[src/rtl/window_buffer_if.sv]
// Command, pixel and window bus between controlUnit, the row caches and the window buffer.
// The slave modport is the window buffer itself; the master modport is the controlling side.
interface window_buffer_if #(
  parameter int DATA_W   = 8,
  parameter int WIN_COLS = 4,
  parameter int CNT_W    = $clog2(WIN_COLS + 1)
);
  logic                         clear;
  logic                         enable_WB;
  logic [2:0]                   mode_WB;
  logic [DATA_W-1:0]            sram_rdata;
  logic [DATA_W-1:0]            sdram_rdata;
  logic [4*WIN_COLS*DATA_W-1:0] window;
  logic                         stage_full;
  logic [CNT_W-1:0]             fill_count;
  logic                         window_valid;
  logic                         shift_err;

  modport master (
    output clear, enable_WB, mode_WB, sram_rdata, sdram_rdata,
    input  window, stage_full, fill_count, window_valid, shift_err
  );

  modport slave (
    input  clear, enable_WB, mode_WB, sram_rdata, sdram_rdata,
    output window, stage_full, fill_count, window_valid, shift_err
  );
endinterface

[src/rtl/window_buffer.sv]
// 4-row sliding pixel window: a staging column is loaded slot by slot from SRAM/SDRAM,
// then shifted in as the newest column when all four slots are present.
module window_buffer #(
  parameter int DATA_W   = 8,
  parameter int WIN_COLS = 4,
  parameter int CNT_W    = $clog2(WIN_COLS + 1)
) (
  input  logic              clk,
  input  logic              rst,
  window_buffer_if.slave    wb
);

  localparam logic [2:0] MODE_S1   = 3'd1;
  localparam logic [2:0] MODE_S2   = 3'd2;
  localparam logic [2:0] MODE_SD3  = 3'd3;
  localparam logic [2:0] MODE_SD4  = 3'd4;
  localparam logic [2:0] MODE_SHFT = 3'd5;

  localparam logic [CNT_W-1:0] FILL_MAX = CNT_W'(WIN_COLS);

  logic [DATA_W-1:0] stage_q [4];
  logic [DATA_W-1:0] stage_d [4];
  logic [3:0]        stage_mask_q, stage_mask_d;
  logic [DATA_W-1:0] win_q [4][WIN_COLS];
  logic [DATA_W-1:0] win_d [4][WIN_COLS];
  logic [CNT_W-1:0]  fill_count_q, fill_count_d;
  logic              shift_err_q, shift_err_d;

  always_comb begin
    stage_d      = stage_q;
    stage_mask_d = stage_mask_q;
    win_d        = win_q;
    fill_count_d = fill_count_q;
    shift_err_d  = 1'b0;

    if (wb.clear) begin
      // Stage data may keep stale pixels; the cleared mask makes them unusable.
      stage_mask_d = 4'b0000;
      fill_count_d = '0;
      for (int r = 0; r < 4; r++) begin
        for (int c = 0; c < WIN_COLS; c++) begin
          win_d[r][c] = '0;
        end
      end
    end else if (wb.enable_WB) begin
      case (wb.mode_WB)
        MODE_S1: begin
          stage_d[0]      = wb.sram_rdata;
          stage_mask_d[0] = 1'b1;
        end
        MODE_S2: begin
          stage_d[1]      = wb.sram_rdata;
          stage_mask_d[1] = 1'b1;
        end
        MODE_SD3: begin
          stage_d[2]      = wb.sdram_rdata;
          stage_mask_d[2] = 1'b1;
        end
        MODE_SD4: begin
          stage_d[3]      = wb.sdram_rdata;
          stage_mask_d[3] = 1'b1;
        end
        MODE_SHFT: begin
          if (&stage_mask_q) begin
            for (int r = 0; r < 4; r++) begin
              for (int c = 0; c < WIN_COLS - 1; c++) begin
                win_d[r][c] = win_q[r][c+1];
              end
              win_d[r][WIN_COLS-1] = stage_q[r];
            end
            stage_mask_d = 4'b0000;
            if (fill_count_q != FILL_MAX) begin
              fill_count_d = fill_count_q + CNT_W'(1);
            end
          end else begin
            shift_err_d = 1'b1;
          end
        end
        default: begin
        end
      endcase
    end
  end

  always_ff @(posedge clk) begin
    if (rst) begin
      for (int r = 0; r < 4; r++) begin
        stage_q[r] <= '0;
        for (int c = 0; c < WIN_COLS; c++) begin
          win_q[r][c] <= '0;
        end
      end
      stage_mask_q <= 4'b0000;
      fill_count_q <= '0;
      shift_err_q  <= 1'b0;
    end else begin
      stage_q      <= stage_d;
      win_q        <= win_d;
      stage_mask_q <= stage_mask_d;
      fill_count_q <= fill_count_d;
      shift_err_q  <= shift_err_d;
    end
  end

  for (genvar r = 0; r < 4; r++) begin : g_row
    for (genvar c = 0; c < WIN_COLS; c++) begin : g_col
      assign wb.window[(r*WIN_COLS+c)*DATA_W +: DATA_W] = win_q[r][c];
    end
  end

  assign wb.stage_full   = &stage_mask_q;
  assign wb.fill_count   = fill_count_q;
  assign wb.window_valid = (fill_count_q == FILL_MAX);
  assign wb.shift_err    = shift_err_q;

endmodule

[src/flat_wrapper.sv]
// flat-port wrapper written by rule: the top's interface ports become plain ports
module window_buffer_flat 
#(
  parameter int DATA_W   = 8,
  parameter int WIN_COLS = 4,
  parameter int CNT_W    = $clog2(WIN_COLS + 1)
)
  (clk, rst, wb_clear, wb_enable_WB, wb_mode_WB, wb_sram_rdata, wb_sdram_rdata, wb_window, wb_stage_full, wb_fill_count, wb_window_valid, wb_shift_err);
  window_buffer_if #(.DATA_W(DATA_W), .WIN_COLS(WIN_COLS), .CNT_W(CNT_W)) wb_i ();
  input  logic clk;
  input  logic rst;
  input wire logic [$bits(wb_i.clear)-1:0] wb_clear;
  input wire logic [$bits(wb_i.enable_WB)-1:0] wb_enable_WB;
  input wire logic [$bits(wb_i.mode_WB)-1:0] wb_mode_WB;
  input wire logic [$bits(wb_i.sram_rdata)-1:0] wb_sram_rdata;
  input wire logic [$bits(wb_i.sdram_rdata)-1:0] wb_sdram_rdata;
  output wire logic [$bits(wb_i.window)-1:0] wb_window;
  output wire logic [$bits(wb_i.stage_full)-1:0] wb_stage_full;
  output wire logic [$bits(wb_i.fill_count)-1:0] wb_fill_count;
  output wire logic [$bits(wb_i.window_valid)-1:0] wb_window_valid;
  output wire logic [$bits(wb_i.shift_err)-1:0] wb_shift_err;
  assign wb_i.clear = wb_clear;
  assign wb_i.enable_WB = wb_enable_WB;
  assign wb_i.mode_WB = wb_mode_WB;
  assign wb_i.sram_rdata = wb_sram_rdata;
  assign wb_i.sdram_rdata = wb_sdram_rdata;
  assign wb_window = wb_i.window;
  assign wb_stage_full = wb_i.stage_full;
  assign wb_fill_count = wb_i.fill_count;
  assign wb_window_valid = wb_i.window_valid;
  assign wb_shift_err = wb_i.shift_err;
  window_buffer #(.DATA_W(DATA_W), .WIN_COLS(WIN_COLS), .CNT_W(CNT_W)) u_core (.clk(clk), .rst(rst), .wb(wb_i));
endmodule
[config.mk]
export PLATFORM = sky130hd
export DESIGN_NAME = window_buffer_flat
export DESIGN_NICKNAME = d
export VERILOG_FILES = /design/src/rtl/window_buffer_if.sv /design/src/rtl/window_buffer.sv /design/src/flat_wrapper.sv
export SDC_FILE = /design/constraint.sdc
export NUM_CORES = 1
export LEC_CHECK = 0
export ABC_AREA = 1
export ABC_CLOCK_PERIOD_IN_PS = 1700
export CAP_MARGIN = 20
export CORE_UTILIZATION = 48
export CTS_CLUSTER_DIAMETER = 50
export DETAILED_ROUTE_END_ITERATION = 7
export PLACE_DENSITY = 0.88
export SETUP_SLACK_MARGIN = 0.2
export SKIP_LAST_GASP = 1
export SYNTH_ARGS = -nofsm -noshare
export SYNTH_HDL_FRONTEND = slang
export SYNTH_SLANG_ARGS = --single-unit
export TNS_END_PERCENT = 5
[constraint.sdc]
create_clock -name clk -period 1.7 [get_ports clk]
set_input_delay 0.255 -clock clk [delete_from_list [all_inputs] [get_ports clk]]
set_output_delay 0.255 -clock clk [all_outputs]
set_load 0.01 [all_outputs]
* Word level (Yosys, flattened, before mapping)
Index checks and enable logic that the tools add are counted.
** Word-level totals
- Flip-flop bits (word level) :: 168
- Output and inout port bits :: 134
- Logic and storage cells :: 61
- Input port bits :: 23
** Cells by class
- $add $sub $neg :: 1
- Equal/unequal tests :: 8
- Muxes and demuxes :: 6
- Bitwise logic cells :: 3
- Reductions and logical operators :: 17
** Operators with widths (count)
- AND reduction 3 bit :: 8
- == test 3 bit, second input constant :: 3
- case mux 1 bit (2 select lines) :: 4
- nonzero test 2 bit :: 4
- AND reduction 7 bit :: 1
- == test 3 x 2 -> 1 bit, second input constant :: 2
- AND reduction 6 bit :: 1
- 2-to-1 mux 4 bit :: 1
- AND reduction 4 bit :: 1
- OR reduction 4 bit :: 1
- adder 3 x 1 -> 3 bit, second input constant :: 1
- == test 3 x 1 -> 1 bit, second input constant :: 1
- inequality test 3 bit, second input constant :: 1
- inverter 1 bit :: 3
- inequality test 2 bit, second input constant :: 1
- OR reduction 2 bit :: 1
- 2-to-1 mux 1 bit :: 1

* Longest topological paths before layout
Gate-level depths: netlist of the first run.
- Depth in word-level cells :: 3
- Depth in mapped cells :: 8
- Mapped depth without buffers :: 7

* Worst setup path after synthesis of the first run
OpenSTA, ideal clock, no wires.
- Path kind :: flip-flop to flip-flop
- From :: register u_core.stage_mask_q[2]
- To :: register u_core.win_q, in the netlist u_core.wb.window[100]
- Library setup time :: 116 ps
- Data required time :: 1584 ps
- Path buffers :: 2
- Cell stages (with the launch flop) :: 8
- Clock period less this slack :: 1277 ps
- Setup slack :: 423 ps
- Data arrival time :: 1161 ps
- Cells stage by stage :: dfxtp_1 -> nand2_1 -> nor2_4 -> nand3_2 -> buf_4 -> buf_4 -> nor2_1 -> nor2_1
** On the way
- Word-level cells in the longest chain between the ends :: 1
** RTL lines
- start, declared :: RTL line window_buffer.sv:23 : logic [3:0] stage_mask_q, stage_mask_d;
- start signal, assigned :: RTL line window_buffer.sv:99 : stage_mask_q <= stage_mask_d;
- AND reduction 6 bit (no line)
- end signal, assigned :: RTL line window_buffer.sv:98 : win_q <= win_d;
- end, declared :: RTL line window_buffer.sv:24 : logic [DATA_W-1:0] win_q [4][WIN_COLS];
No other way between the ends.
A chain may end at the register's enable or synchronous reset.

* Final worst setup path of the first run
- From :: register u_core.win_q, in the netlist u_core.wb.window[60]
- To :: output wb_window[60]
** RTL lines
- end, declared :: RTL line flat_wrapper.sv:17 : output wire logic [$bits(wb_i.window)-1:0] wb_window;
No word-level cell between the ends.

==> results of run 1 <==
[cells by family after synthesis]
group                      after synthesis  share of synthesized area (%)
adders and majority gates                2                          0.414
buffers and inverters                   67                           6.57
DFF                                    168                           55.7
xor gates and xnor gates                 1                          0.145
and+or+nand+nor                        356                           23.3
AOI/OAI and AO/OA                      167                           13.8
[metal layers]
| metal | track usage (%) | up-vias | wire, um |
|---|---|---|---|
| li1 | - | 2753 | - |
| met3 | 5.08 | 29 | 741 |
| met1 | 29.6 | 2631 | 6690 |
| met5 | 0 | - | 0 |
| met2 | 42.8 | 186 | 7960 |
| met4 | 11.1 | 0 | 372 |
[cell usage in the layout (no fill, tap or decap), types with 2 or more instances in the layout]
master	count
a21oi_1	36
buf_12	10
buf_4	17
bufinv_16	4
clkbuf_1	2
clkbuf_16	17
clkbuf_8	3
clkdlybuf4s50_1	144
clkinv_4	2
clkinvlp_4	2
dfxtp_1	166
dfxtp_2	2
dlygate4sd2_1	4
dlymetal6s2s_1	6
ha_1	2
inv_1	16
inv_2	4
nand2_1	72
nand2_2	2
nand3_1	8
nand3_2	2
nand4_1	2
nor2_1	261
nor2_2	2
nor2_4	3
o21ai_0	101
o21ai_1	30
[area by class of cell]
class | count | share of cell area [%]
inverters | 20 | 0.885
clock buffers | 22 | 5.59
well taps | 168 | 2.48
clock inverters | 10 | 1.96
repair buffers | 183 | 22.4
multi-input cells | 526 | 27.0
flip-flops and latches | 168 | 39.7
[timing repair]
item | in CTS | in global routing
endpoints found under the hold margin | 0 | 0
endpoints found under the setup margin | 134 | 143
resized for setup | 12 | 8
hold buffers | 0 | 0
buffers inserted | 6 | 0
pin swaps | 1 | 0
[where the power goes]
| group | switching [mW] | internal, mW | total (mW) |
|---|---|---|---|
| sequential | 0.00671 | 3.95 | 3.95 |
| clock | 1.52 | 2.59 | 4.11 |
| combinational | 0.115 | 0.101 | 0.216 |
[worst reg2reg max path, cell delays in order (launching register included)]
cell	delay, ns
dfxtp_1	0.34
nand2_2	0.08
nor2_4	0.13
buf_4	0.16
nand3_4	0.13
buf_12	0.22
nor2_1	0.16
nor2_1	0.08
[per-stage QoR]
stage,hold WS (ns),worst slack (ns),utilization [%]
3_5_place_dp,0.445,-0.138,64.0
2_1_floorplan,0.334,0.423,-
5_1_grt,0.442,0.0413,69.7
6_report,0.444,0.0675,69.7
4_1_cts,0.433,0.0482,69.6
3_3_place_gp,0.435,-0.0320,64.0
[flip-flops by register name, summed over array words and instances (netlist names)]
| signal | flops |
|---|---|
| u_core.wb.shift_err | 1 |
| u_core.wb.fill_count | 3 |
| u_core.stage_mask_q | 4 |
| u_core.stage_q | 32 |
| u_core.wb.window | 128 |
[Yosys cell counts]
| master | instances |
|---|---|
| buf_6 | 14 |
| nor2_1 | 261 |
| inv_1 | 16 |
| nand4_1 | 2 |
| nor2_4 | 3 |
| nor2_2 | 2 |
| buf_2 | 8 |
| o21ai_1 | 30 |
| inv_2 | 4 |
| nor4_1 | 1 |
| nand2_1 | 74 |
| nand4_2 | 1 |
| nand3_1 | 8 |
| o21ai_0 | 101 |
| ha_1 | 2 |
| dfxtp_1 | 168 |
| a21oi_1 | 36 |
| nor3_1 | 1 |
| xor2_1 | 1 |
| buf_4 | 8 |
| nand3_2 | 3 |
| clkbuf_1 | 17 |
[final timing paths]
check | start | end | slack [ns] | depth (start not counted)
setup / recovery | u_core.wb.window[60] | wb_window[60] | 0.07 | 1
hold / removal | wb_sdram_rdata[3] | u_core.stage_q[3] | 0.44 | 3
setup reg to reg | u_core.stage_mask_q[1] | u_core.wb.window[35] | 0.28 | 7
hold reg to reg | u_core.stage_mask_q[3] | u_core.stage_mask_q[3] | 0.46 | 2
==> reports/results.tsv, run 1 <==
stage	metric	value	unit
status	outcome	finished, final reports clean	
sta	fin_crit	1.63	ns
critical_path	endpoint_kind	output port	
clock_network	clk_pin_slew	0.06	ns
critical_path	worstPathBufferInverterCount	1	
run	maxCapViolCount	0	
critical_path	crit_family	buffers and inverters	
placed_design	postPlaceCellArea	7780	um^2
detailed_routing	totalWireLength	15800	um
sta	rsz0062_at_grt	true	
sta	worst_slew_pin_slew	0.352	ns
critical_path	critPathKind	reg -> out	
layout	area_growth	40.4	%
sta	post-route-period-util	96.0	%
yosys	syn_area	6040	um^2
layout	regArea	3370	um^2
sta	fin_skew	0.0112	ns
clock_network	cts_buffers	17	
power_and_ir_drop	p_leak	3.87	nW
global_routing	globalRouteTotalUtil	24.7	%
detailed_routing	remaining_drc_errors	0	
global_routing	grt_start_max_net_pins	68	
floorplanning	dieHeight	114	um
clock_network	clockBufferDepth	2	
critical_path	critical_path_arrival	1.38	ns
floorplanning	dieArea	13000	um^2
global_routing	grt.overflow.total	0	
placed_design	dpl.hpwl	10100	um
yosys	yosysSeqAreaShare	55.7	%
clock_network	cts_tree	built	
critical_path	cp_cell_sequence	clkdlybuf4s50_1	
placed_design	gp_congestion	0.786	
power_and_ir_drop	p_per_area	976	nW/um^2
global_routing	grt_first_pass_wirelength	25400	um
detailed_routing	ant_nets	0	
sta	report.final.slew_viol_count	0	
power_and_ir_drop	power.total	8.28	mW
detailed_routing	num_vias	5599	
detailed_routing	drt_pre_antenna_iters	5	
floorplanning	core_area	12200	um^2
critical_path	setup.worst_path.start_class	register	
global_routing	grt_pass1_vias	5198	
yosys	synth-seq-cells	168	
floorplanning	num_rows	40	
yosys	synth_cell_type_count	22	
yosys	synth_nets	786	
yosys	synth_area_per_cell	7.94	um^2
layout	n_antenna_cell	0	
yosys	yosys-top-cells-area	dfxtp_1 56%, nor2_1 16%, o21ai_0 8.4%	
global_routing	antenna_found_initial	0	
clock_network	cts_num_sinks	168	
min_path	hp-class	in -> reg	
layout	drive_above_1_share	8.18	%
sta	fin_setup_tns	0	ns
critical_path	required	1.44	ns
yosys	synth_largest_area_cell	dfxtp_1	
yosys	syn-instance-count	761	
yosys	ys_warn_count	0	
detailed_routing	first_iter_violations	500	
clock_network	clk_latency	0.42	ns
clock_network	root_buffer	clkbuf_16	
detailed_routing	wl_per_cell	14.4	um
power_and_ir_drop	ir_drop	526	uV
clock_network	cts_htree_levels	4	
critical_path	crit_slowest_cell	clkdlybuf4s50_1	
floorplanning	die_w	114	um
yosys	synth_top_cell_area_share	55.7	%
placed_design	dpl.cell_count	1059	
layout	multi_input_area	2290	um^2
detailed_routing	via_per_inst	5.10	
floorplanning	ioPinCount	157	
layout	instances_no_fill	1097	
sta	hold_viol	0	
layout	design_area	8480	um^2
layout	nNetsFinal	941	
critical_path	crit_fanout	3	
floorplanning	initial_core_util	49.7	%
critical_path	slowest_delay	0.59	ns
sta	slew_headroom	76.5	%
placed_design	port_buffers	156	
sta	fmax	0.613	GHz
layout	n_fill_cell	929	
sta	finalSetupViolCount	0	
No activity file was read; power rests on OpenSTA's default activity.
==> inputs of run 2 (changes only) <==
CTS_CLUSTER_DIAMETER = 30   (was 50)
MAX_ROUTING_LAYER = met4   (was not set)
==> run 2 against run 1 <==
  * Final cell count did not move
  * Global-route usage up 0.81 points
  * Final area is the same
  * Setup slack better by 0.0043 ns
  * First-iteration DRC count increased by 0.20%
  * Non-clock buffer count unchanged
==> reports/results.tsv, run 2 (synthesized netlist as in run 1, its figures left out) <==
stage	metric	value	unit	change
status	outcome	finished, final reports clean		
global_routing	antenna_found_initial	0		unchanged
detailed_routing	ant_nets	0		unchanged
sta	whs	0.446	ns	+0.00273 ns
sta	finalSetupViolCount	0		unchanged
layout	instances_no_fill	1097		unchanged
detailed_routing	first_iter_violations	501		+0.20%
critical_path	r2r_cells	7		unchanged
global_routing	globalRouteTotalUtil	25.6	%	+0.81 points
critical_path	crit_fanout	3		unchanged
critical_path	slowest_delay	0.59	ns	about the same
sta	slew_headroom	76.7	%	+0.16 points
power_and_ir_drop	p_per_area	977	nW/um^2	about the same
clock_network	cts_tree	built		
floorplanning	core_area	12200	um^2	unchanged
layout	largest_register_ffs	128		unchanged
floorplanning	die_w	114	um	unchanged
sta	fin_ws	0.0718	ns	+0.00428 ns
detailed_routing	remaining_drc_errors	0		unchanged
sta	fin_skew	0.0102	ns	-0.000953 ns
detailed_routing	via_per_inst	5.10		about the same
sta	hold_viol	0		unchanged
placed_design	dpl.cell_count	1059		unchanged
global_routing	grt_first_pass_wirelength	25400	um	+0.22%
power_and_ir_drop	ir_drop	525	uV	-0.26%
detailed_routing	dr_wl_met3	671	um	-9.4%
sta	report.final.slew_viol_count	0		unchanged
clock_network	cts_num_sinks	168		unchanged
clock_network	root_buffer	clkbuf_16		
placed_design	postPlaceCellArea	7780	um^2	unchanged
detailed_routing	num_vias	5596		-0.054%
floorplanning	ioPinCount	157		unchanged
critical_path	required	1.44	ns	about the same
floorplanning	num_rows	40		unchanged
clock_network	cts_buffers	17		unchanged
layout	area_growth	40.4	%	unchanged
layout	layout_commonest_cell	nor2_1		
placed_design	dpl.hpwl	10100	um	unchanged
detailed_routing	wl_per_cell	14.4	um	about the same
detailed_routing	wl_met1	6740	um	+0.73%
sta	worst_slew_pin_slew	0.350	ns	-0.00241 ns
min_path	whs_path_depth	3		unchanged
detailed_routing	drt_pre_antenna_iters	5		unchanged
detailed_routing	wl_met2	7960	um	about the same
floorplanning	dieArea	13000	um^2	unchanged
run	maxCapViolCount	0		unchanged
critical_path	worstPathBufferInverterCount	1		unchanged
floorplanning	dieHeight	114	um	unchanged
layout	nNetsFinal	941		unchanged
critical_path	endpoint_kind	output port		
global_routing	grt.overflow.total	0		unchanged
critical_path	setup.worst_path.start_class	register		
critical_path	critPathKind	reg -> out		
global_routing	grt_pass1_vias	5184		-0.27%
sta	fmax	0.614	GHz	+0.26%
clock_network	ctsHoldBuffers	0		unchanged
layout	n_antenna_cell	0		unchanged
power_and_ir_drop	power.total	8.29	mW	about the same
critical_path	crit_slowest_cell	clkdlybuf4s50_1		
placed_design	gp_congestion	0.796		+1.4%
global_routing	grt_start_max_net_pins	68		unchanged
layout	mostFrequentLayoutCells	261 x nor2_1, 166 x dfxtp_1, 144 x clkdlybuf4s50_1		
clock_network	clockBufferDepth	2		unchanged
power_and_ir_drop	p_leak	3.87	nW	unchanged
placed_design	dp_slack	-0.138	ns	unchanged
detailed_routing	routed.top_layer	met4		
placed_design	port_buffers	156		unchanged
sta	fin_setup_tns	0	ns	unchanged
critical_path	worst-path-stages	1		unchanged
critical_path	crit_family	buffers and inverters		
floorplanning	initial_core_util	49.7	%	unchanged
min_path	hp-class	in -> reg		
clock_network	cts_htree_levels	4		unchanged
critical_path	cp_cell_sequence	clkdlybuf4s50_1		
layout	design_area	8480	um^2	unchanged
detailed_routing	totalWireLength	15800	um	about the same
layout	drive_above_1_share	8.18	%	unchanged
clock_network	clk_pin_slew	0.06	ns	about the same
sta	post-route-period-util	95.8	%	-0.25 points
sta	fin_crit	1.63	ns	-0.00428 ns
critical_path	critical_path_arrival	1.37	ns	about the same
sta	rsz0062_at_grt	true		
clock_network	clk_latency	0.42	ns	about the same
layout	post-route-util	69.7	%	unchanged
run 2: cell counts in the layout (fill, tap and decap cells not counted):
Identical to the previous run, type by type.
run 2: what timing repair did:
action	in CTS	in global routing
setup endpoints to repair	134	142
cloned	0	0
resized for setup	12	8
setup buffers	6	0
pin swaps	1	0
run 2: final timing paths:
check                    startpoint                endpoint  slack (ns)
max            u_core.wb.window[60]           wb_window[60]        0.07
min               wb_sdram_rdata[3]       u_core.stage_q[3]        0.45
max reg2reg  u_core.stage_mask_q[1]    u_core.wb.window[39]        0.27
min reg2reg  u_core.stage_mask_q[3]  u_core.stage_mask_q[3]        0.45
run 2: report_power, final:
group,internal [mW],switching [mW],leakage [nW]
combinational,0.101,0.114,2.21
sequential,3.95,0.00669,1.35
clock,2.59,1.53,0.307
total,6.63,1.65,3.87
run 2: cell type report:
| class | instances | area [um^2] |
|---|---|---|
| timing repair buffer | 183 | 1900 |
| clock inverter | 10 | 166 |
| sequential | 168 | 3370 |
| clock buffer | 22 | 474 |
| inverter | 20 | 75.1 |
| tap | 168 | 210 |
| fill | 929 | 3680 |
| multi-input combinational | 526 | 2290 |
run 2: per-layer routing:
layer  track usage [%]  up-vias
li1                  -     2754
met1              29.8     2626
met2              42.7      185
met3              5.03       31
met4              11.3        0
met5                 -        -
==> inputs of run 3 (changes only) <==
CORE_ASPECT_RATIO = 1.75   (was not set)
SLEW_MARGIN = 40   (was not set)
==> run 3 against run 2 <==
  * Clock power down 5%
  * Global-route usage down 0.53 points
  * Sequential share of layout area up 0.36 points
  * Maximum frequency up 1.0%
  * Total power down 2.4%
  * Critical path depth unchanged
  * Worst hold slack worse by 0.019 ns
  * Highest routed layer unchanged
==> reports/results.tsv, run 3 (synthesized netlist as in run 1, its figures left out) <==
stage	metric	value	unit	change
layout	mostFrequentLayoutCells	261 x nor2_1, 165 x dfxtp_1, 141 x clkdlybuf4s50_1		
placed_design	dpl.hpwl	10200	um	+0.84%
floorplanning	core_area	12100	um^2	-0.22%
detailed_routing	remaining_drc_errors	0		unchanged
critical_path	critPathKind	reg -> out		
clock_network	clk_pin_slew	0.06	ns	about the same
critical_path	crit_fanout	3		unchanged
clock_network	cts_num_sinks	168		unchanged
detailed_routing	ant_nets	0		unchanged
floorplanning	dieHeight	150	um	+32%
detailed_routing	totalWireLength	15400	um	-2.2%
clock_network	cts_buffers	17		unchanged
global_routing	grt_pass1_vias	5119		-1.3%
sta	finalSetupViolCount	0		unchanged
global_routing	grt_first_pass_wirelength	24800	um	-2.3%
power_and_ir_drop	power.total	8.08	mW	-2.4%
critical_path	cp_cell_sequence	clkdlybuf4s50_1		
sta	rsz0062_at_grt	true		
critical_path	crit_slowest_cell	clkdlybuf4s50_1		
clock_network	root_buffer	clkbuf_16		
critical_path	endpoint_kind	output port		
detailed_routing	wl_per_cell	14.2	um	-1.4%
sta	report.final.slew_viol_count	0		unchanged
sta	fin_setup_tns	0	ns	unchanged
clock_network	cts_tree	built		
critical_path	crit_family	buffers and inverters		
run	maxCapViolCount	0		unchanged
detailed_routing	drt_pre_antenna_iters	7		+2
global_routing	grt_start_max_net_pins	88		+29%
layout	largest_register_ffs	128		unchanged
sta	slew_headroom	76.1	%	-0.61 points
power_and_ir_drop	p_leak	3.87	nW	+0.10%
floorplanning	die_w	86.8	um	-24%
clock_network	clockBufferDepth	2		unchanged
status	outcome	finished, final reports clean		
placed_design	postPlaceCellArea	7760	um^2	-0.31%
global_routing	globalRouteTotalUtil	25.0	%	-0.53 points
placed_design	port_buffers	156		unchanged
power_and_ir_drop	ir_drop	787	uV	+50%
global_routing	antenna_found_initial	0		unchanged
layout	nNetsFinal	936		-0.53%
sta	hold_viol	0		unchanged
floorplanning	initial_core_util	49.8	%	+0.11 points
critical_path	slowest_delay	0.58	ns	about the same
sta	worst_slew_pin_slew	0.359	ns	+0.00919 ns
sta	post-route-period-util	94.8	%	-0.97 points
layout	layout_commonest_cell	nor2_1		
clock_network	cts_htree_levels	4		unchanged
floorplanning	ioPinCount	157		unchanged
layout	n_fill_cell	928		-0.11%
detailed_routing	via_per_inst	5.08		-0.42%
min_path	hp-class	in -> reg		
clock_network	clk_latency	0.42	ns	about the same
placed_design	gp_congestion	0.851		+6.8%
layout	design_area	8410	um^2	-0.87%
critical_path	critical_path_arrival	1.36	ns	about the same
layout	drive_above_1_share	8.01	%	-0.17 points
sta	fmax	0.620	GHz	+1.0%
detailed_routing	first_iter_violations	443		-12%
layout	n_antenna_cell	0		unchanged
critical_path	worstPathBufferInverterCount	1		unchanged
detailed_routing	num_vias	5532		-1.1%
critical_path	required	1.44	ns	about the same
sta	fin_skew	0.00904	ns	-0.00121 ns
layout	area_growth	39.2	%	
floorplanning	num_rows	53		+33%
global_routing	grt.overflow.total	0		unchanged
floorplanning	dieArea	13100	um^2	+0.14%
sta	whs	0.427	ns	-0.0189 ns
sta	fin_crit	1.61	ns	-0.0165 ns
critical_path	setup.worst_path.start_class	register		
power_and_ir_drop	p_per_area	962	nW/um^2	-1.6%
run 3: cell count changes in the layout (fill, tap and decap cells not counted), moves of 2 or more:
| cell | delta |
|---|---|
| buf_4 | -4 |
| clkdlybuf4s50_1 | -3 |
| inv_6 | +3 |
| bufinv_16 | -2 |
| clkbuf_1 | -2 |
| dlymetal6s2s_1 | +2 |
run 3: final timing paths:
path / slack (ns) / end / start / cells past startpoint
setup / recovery: 0.09 / wb_window[105] / u_core.wb.window[105] / 1
hold / removal: 0.43 / u_core.stage_q[26] / wb_sram_rdata[2] / 3
setup reg to reg: 0.20 / u_core.wb.window[100] / u_core.stage_mask_q[2] / 7
hold reg to reg: 0.46 / u_core.stage_q[20] / u_core.stage_q[20] / 2
run 3: power breakdown:
part	switching (mW)	total, mW	internal (mW)
registers	0.00725	3.95	3.95
logic	0.112	0.199	0.0871
clock network	1.58	3.93	2.35
total	1.70	8.08	6.38
run 3: what timing repair did:
action / 4_1_cts / 5_1_grt
hold buffers: 0 / 0
setup endpoints to repair: 134 / 182
pin swaps: 1 / 0
buffers inserted: 2 / 0
resized for setup: 14 / 10
run 3: routing by layer:
layer | vias to the layer above | global-route usage [%] | wire length [um]
li1 | 2748 | - | -
met1 | 2554 | 26.8 | 6070
met2 | 190 | 42.6 | 8020
met3 | 40 | 5.59 | 757
met4 | 0 | 13.2 | 566
met5 | - | - | 0
run 3: metrics by stage:
stage                     setup slack (ns)  utilization, %  std cells
after floorplan                      0.423               -        761
after global placement             -0.0473            63.9       1055
after detailed placement            -0.124            63.9       1055
after CTS                           0.0579            69.1       1089
after global routing                0.0535            69.3       1089
final                               0.0883            69.3       1089
run 3: area by class of cell:
| type | instances | area (um^2) | share of cell area [%] |
|---|---|---|---|
| repair buffers | 178 | 1850 | 22.0 |
| flip-flops and latches | 168 | 3370 | 40.1 |
| well taps | 165 | 206 | 2.46 |
| multi-input cells | 526 | 2290 | 27.3 |
| clock inverters | 11 | 135 | 1.61 |
| clock buffers | 21 | 480 | 5.72 |
| inverters | 20 | 75.1 | 0.893 |
